[src/rtl/phy_rx_serie_paralelo.sv]
// Receive-side serial-to-parallel stage: hunts for COM alignment, locks after a run
// of aligned COMs, then emits one data byte per WIDTH bit-clocks with COMs filtered.
module phy_rx_serie_paralelo #(
    parameter int          WIDTH       = 8,
    parameter logic [7:0]  COM_BYTE    = 8'hBC,
    parameter int          ALIGN_COUNT = 4
) (
    input  logic             clk,
    input  logic             reset,
    input  logic             data_in,
    output logic [WIDTH-1:0] data_out,
    output logic             valid_out,
    output logic             active
);

    localparam int CNT_W = (WIDTH > 1) ? $clog2(WIDTH) : 1;
    localparam int COM_W = $clog2(ALIGN_COUNT + 1);

    localparam logic [CNT_W-1:0] LAST_BIT  = CNT_W'(WIDTH - 1);
    localparam logic [COM_W-1:0] COM_GOAL  = COM_W'(ALIGN_COUNT);
    localparam logic [COM_W-1:0] COM_ONE   = COM_W'(1);
    localparam logic [WIDTH-1:0] COM_WORD  = WIDTH'(COM_BYTE);

    typedef enum logic [1:0] {
        SEARCH,
        LOCK,
        ACTIVE
    } state_t;

    state_t           state, state_next;
    logic [WIDTH-1:0] shift_reg;
    logic [CNT_W-1:0] bit_cnt, bit_cnt_next;
    logic [COM_W-1:0] com_cnt, com_cnt_next;
    logic [WIDTH-1:0] data_out_next;
    logic             valid_out_next;
    logic             active_next;

    logic [WIDTH-1:0] win;
    logic             win_is_com;
    logic             boundary;
    logic [CNT_W-1:0] bit_cnt_inc;
    logic [COM_W-1:0] com_cnt_inc;

    assign win         = {shift_reg[WIDTH-2:0], data_in};
    assign win_is_com  = (win == COM_WORD);
    assign boundary    = (bit_cnt == LAST_BIT);
    assign bit_cnt_inc = boundary ? '0 : bit_cnt + CNT_W'(1);
    assign com_cnt_inc = com_cnt + COM_ONE;

    // The shifter runs in every state so the hunt window is always the newest WIDTH bits.
    always_ff @(posedge clk or negedge reset) begin
        if (!reset) begin
            state     <= SEARCH;
            shift_reg <= '0;
            bit_cnt   <= '0;
            com_cnt   <= '0;
            data_out  <= '0;
            valid_out <= 1'b0;
            active    <= 1'b0;
        end else begin
            state     <= state_next;
            shift_reg <= win;
            bit_cnt   <= bit_cnt_next;
            com_cnt   <= com_cnt_next;
            data_out  <= data_out_next;
            valid_out <= valid_out_next;
            active    <= active_next;
        end
    end

    always_comb begin
        state_next     = state;
        bit_cnt_next   = bit_cnt;
        com_cnt_next   = com_cnt;
        data_out_next  = data_out;
        valid_out_next = 1'b0;

        case (state)
            SEARCH: begin
                bit_cnt_next = '0;
                if (win_is_com) begin
                    com_cnt_next = COM_ONE;
                    state_next   = (ALIGN_COUNT == 1) ? ACTIVE : LOCK;
                end
            end

            // A non-COM at a boundary drops back to SEARCH without re-hunting this edge.
            LOCK: begin
                bit_cnt_next = bit_cnt_inc;
                if (boundary) begin
                    if (win_is_com) begin
                        if (com_cnt_inc == COM_GOAL) begin
                            state_next   = ACTIVE;
                            com_cnt_next = '0;
                        end else begin
                            com_cnt_next = com_cnt_inc;
                        end
                    end else begin
                        state_next   = SEARCH;
                        com_cnt_next = '0;
                        bit_cnt_next = '0;
                    end
                end
            end

            ACTIVE: begin
                bit_cnt_next = bit_cnt_inc;
                if (boundary && !win_is_com) begin
                    data_out_next  = win;
                    valid_out_next = 1'b1;
                end
            end

            default: begin
                state_next   = SEARCH;
                bit_cnt_next = '0;
                com_cnt_next = '0;
            end
        endcase

        active_next = (state_next == ACTIVE);
    end

endmodule

[config.mk]
export PLATFORM = sky130hd
export DESIGN_NAME = phy_rx_serie_paralelo
export DESIGN_NICKNAME = d
export VERILOG_FILES = /design/src/rtl/phy_rx_serie_paralelo.sv
export SDC_FILE = /design/constraint.sdc
export NUM_CORES = 1
export LEC_CHECK = 0
export ABC_AREA = 1
export ABC_CLOCK_PERIOD_IN_PS = 1450
export CELL_PAD_IN_SITES_DETAIL_PLACEMENT = 1
export CELL_PAD_IN_SITES_GLOBAL_PLACEMENT = 2
export CORE_UTILIZATION = 30
export CTS_CLUSTER_DIAMETER = 30
export DETAILED_ROUTE_END_ITERATION = 7
export PLACE_DENSITY = 0.8
export SYNTH_ARGS = -nofsm -noshare
export SYNTH_HDL_FRONTEND = slang
export SYNTH_SLANG_ARGS = --single-unit
[constraint.sdc]
create_clock -name clk -period 1.45 [get_ports clk]
set_input_delay 0.29 -clock clk [delete_from_list [all_inputs] [get_ports clk]]
set_output_delay 0.29 -clock clk [all_outputs]
set_load 0.05 [all_outputs]
==> impl_metrics.csv <==
group,metric,value,unit
synth,synthAdderAreaFrac,9.923,%
timing,hold_slack,0.3832,ns
die,dieArea,4033,um2
clock_network,clock_path_buffers,2,
drt,drt-pass1-iter-count,4,
placement,placed_cells,191,
die,rows,21,
placement,port_buffers,12,
drt,drt_iter0_drc,21,
drt,vias,848,
die,pin_count,13,
power_and_ir_drop,p_leak,0.8010,nW
finish,nFillCells,406,
global_routing,grt.busiest_layer,"met2",
placement,placed_area,1476,um2
clock_network,cts.sinks,25,
global_routing,antenna_found_initial,0,
global_routing,grt_pass1_wl,4160,um
global_routing,grt_use_met3,2.174,%
clock_network,htreeDepth,1,
finish,area_delta_synth_final,37.38,%
synth,synth-simple-area-share,24.26,%
drt,wl,2415,um
finish,final_nets,164,
drt,detail-route-antenna-nets,0,
synth,avgSynthCellArea,9.152,um2
global_routing,grt_overflow,0,
global_routing,grtUsageMet2,22.34,%
synth,synthXorXnorAreaFrac,0,%
drt,via_per_inst,4.305,
die,core_area,3468,um2
power_and_ir_drop,power.total,1.417,mW
synth,synth-seq-cells,25,
placement,place_hpwl,1728,um
worst_setup_path,path_class,"flop to flop",
global_routing,grt_max_degree,26,
clock_network,clkTransAtPathRegs,0.09,ns
synth,syn_area,1135,um2
drt,remaining_drc_errors,0,
worst_setup_path,crit_fanout,4,
power_and_ir_drop,intPower,1.023,mW
global_routing,grtUsageTotal,13.32,%
die,initial_utilization,32.72,%
worst_setup_path,arrival,1.55,ns
timing,fin_crit,1.383,ns
timing,worstMarginPinSlew,0.3168,ns
finish,multi_input_area,445.4,um2
synth,synth_top_family_by_area,"simple AND/OR/NAND/NOR gates",
finish,diodes,0,
finish,largest_reg_flops,8,
power_and_ir_drop,p_comb_share,17.3,%
synth,yosysSeqAreaShare,55.13,%
power_and_ir_drop,pwr_density_cell,908.7,nW/um2
global_routing,grt_pass1_vias,884,
worst_setup_path,cp.required,1.62,ns
power_and_ir_drop,peakVddDrop,0.0005057,V
clock_network,postCtsHoldBufs,0,
die,die_y,63.51,um
synth,yosys_warnings,0,
timing,slew-limit-headroom,78.88,%
synth,synth-compound-area-share,3.418,%
finish,finalNonFillerCells,197,
synth,synth_cells,124,
timing,min_period_over_period,95.38,%
finish,drive_gt1_share,25.83,%
drt,wl_per_cell,12.26,um
power_and_ir_drop,clockPowerShare,29.5,%
worst_setup_path,crit_path_end_kind,"flop",
synth,synthMuxAreaShare,0,%
finish,seq_area,625.6,um2
clock_network,clk_latency,0.26,ns
placement,gp_congestion,0.7848,
timing,clock_skew,0.001884,ns
timing,hold_viol,0,
hold_path,hp-class,"input pin to asynchronous set/reset pin",
timing,slew_viol_final,0,
timing,max_freq,0.7230,GHz
outcome,status,"finished clean",
die,die_w,63.51,um
clock_network,cts_tree,"built",
finish,fin_area,1559,um2
synth,ys_types,17,
power_and_ir_drop,swShare,27.77,%
clock_network,cts_root_buf,"clkbuf_8",
clock_network,numCtsBuffers,3,
global_routing,grt_use_met1,17.65,%
power_and_ir_drop,seqPwrFrac,53.2,%
worst_setup_path,r2r_slack,0.07,ns
worst_setup_path,startpoint_type,"flop",
flow_run,drv_cap,0,
timing,setup_viol,0,
power_and_ir_drop,p_sw,0.3934,mW
synth,syn-num-nets,136,
==> timing repair <==
| action | 4_1_cts | 5_1_grt |
|---|---|---|
| setup buffers | 0 | 2 |
| resized for setup | 3 | 3 |
| pin swaps | 0 | 0 |
| endpoints found under the setup margin | 10 | 12 |
==> cells in the final DEF (no fill, tap or decap), types with 2 or more instances in the layout <==
cell type        Yosys  routed
nand3_1              3       3
ha_1                 9       7
nand2_2              5       5
buf_12               0      10
clkbuf_8             0       3
nor2_1               6       6
clkdlybuf4s50_1      0       2
inv_1               19      18
dfrtp_1             25      25
buf_4                0      12
nand2_1             41      41
nand4_1              2       2
nor2_2               2       2
o21ai_1              4       4
==> cell families (layout without fill, tap and decap cells) <==
group / Yosys count / count (layout)
flip-flops: 25 / 25
AO/OA/AOI/OAI: 7 / 7
adder cells (fa/ha/maj): 9 / 9
buffers and inverters: 20 / 47
AND/OR/NAND/NOR: 63 / 63
==> worst paths after layout <==
check                                       start                      end  cells past startpoint
hold / removal                              reset  data_out[6]$_DFFE_PN0P_                      2
min in group clk           shift_reg[0]$_DFF_PN0_   shift_reg[1]$_DFF_PN0_                      0
hold reg to reg            shift_reg[0]$_DFF_PN0_   shift_reg[1]$_DFF_PN0_                      0
setup reg to reg             bit_cnt[0]$_DFF_PN0_         active$_DFF_PN0_                      9
max in group asynchronous                   reset  data_out[1]$_DFFE_PN0P_                      2
setup / recovery             bit_cnt[0]$_DFF_PN0_         active$_DFF_PN0_                      9
==> critical path: stages (launching register included) <==
cell     delay (ns)
dfrtp_1        0.39
ha_2           0.21
ha_4           0.18
buf_4          0.14
nand2_2        0.07
nand2_1        0.06
nand2_2        0.07
nand2_2        0.06
nand2_1        0.07
nor2_2         0.04
==> layout make-up <==
type,instances,share of cell area (%)
clock buffer,3,2.648
clock inverter,1,0.4815
inverter,19,4.575
multi-input combinational,79,28.57
sequential,25,40.13
tap,46,3.692
timing repair buffer,24,19.90
==> routing by layer <==
layer / wire length [um] / part of all wire, %
met1: 1167 / 48
met3: 46 / 1.9
met5: 0 / 0
met4: 19 / 0.79
met2: 1181 / 49
==> through the flow <==
stage	setup TNS, ns	utilization (%)	setup WS (ns)
floorplan	0	-	0.04645
global placement	-1.246	42.57	-0.1180
detailed placement	-2.099	42.57	-0.1656
CTS	0	44.16	0.007472
global route	-0.03342	44.95	-0.01643
finish	0	44.95	0.06693
==> synth_stat cells <==
master	instances	area, um2
nand2_1	41	153.9
dfrtp_1	25	625.6
inv_1	19	71.32
ha_1	9	112.6
nor2_1	6	22.52
nand2_2	5	31.28
o21ai_1	4	20.02
nand3_1	3	15.01
nand4_1	2	12.51
nor2_2	2	12.51
o21ai_0	2	10.01
a21oi_2	1	8.760
and2_1	1	6.260
and3_1	1	6.260
buf_6	1	11.26
nand3_2	1	10.01
nor3_1	1	5.000
==> power groups by stage <==
stage	Clock (mW)	Combinational (mW)	Sequential, mW
global route	0.467	0.276	0.760
detailed placement	0	0.218	0.772
floorplan	0	0.143	0.765
global placement	0	0.218	0.770
finish	0.417	0.245	0.754
CTS	0.442	0.230	0.758
(Power assumes the default switching activity.)
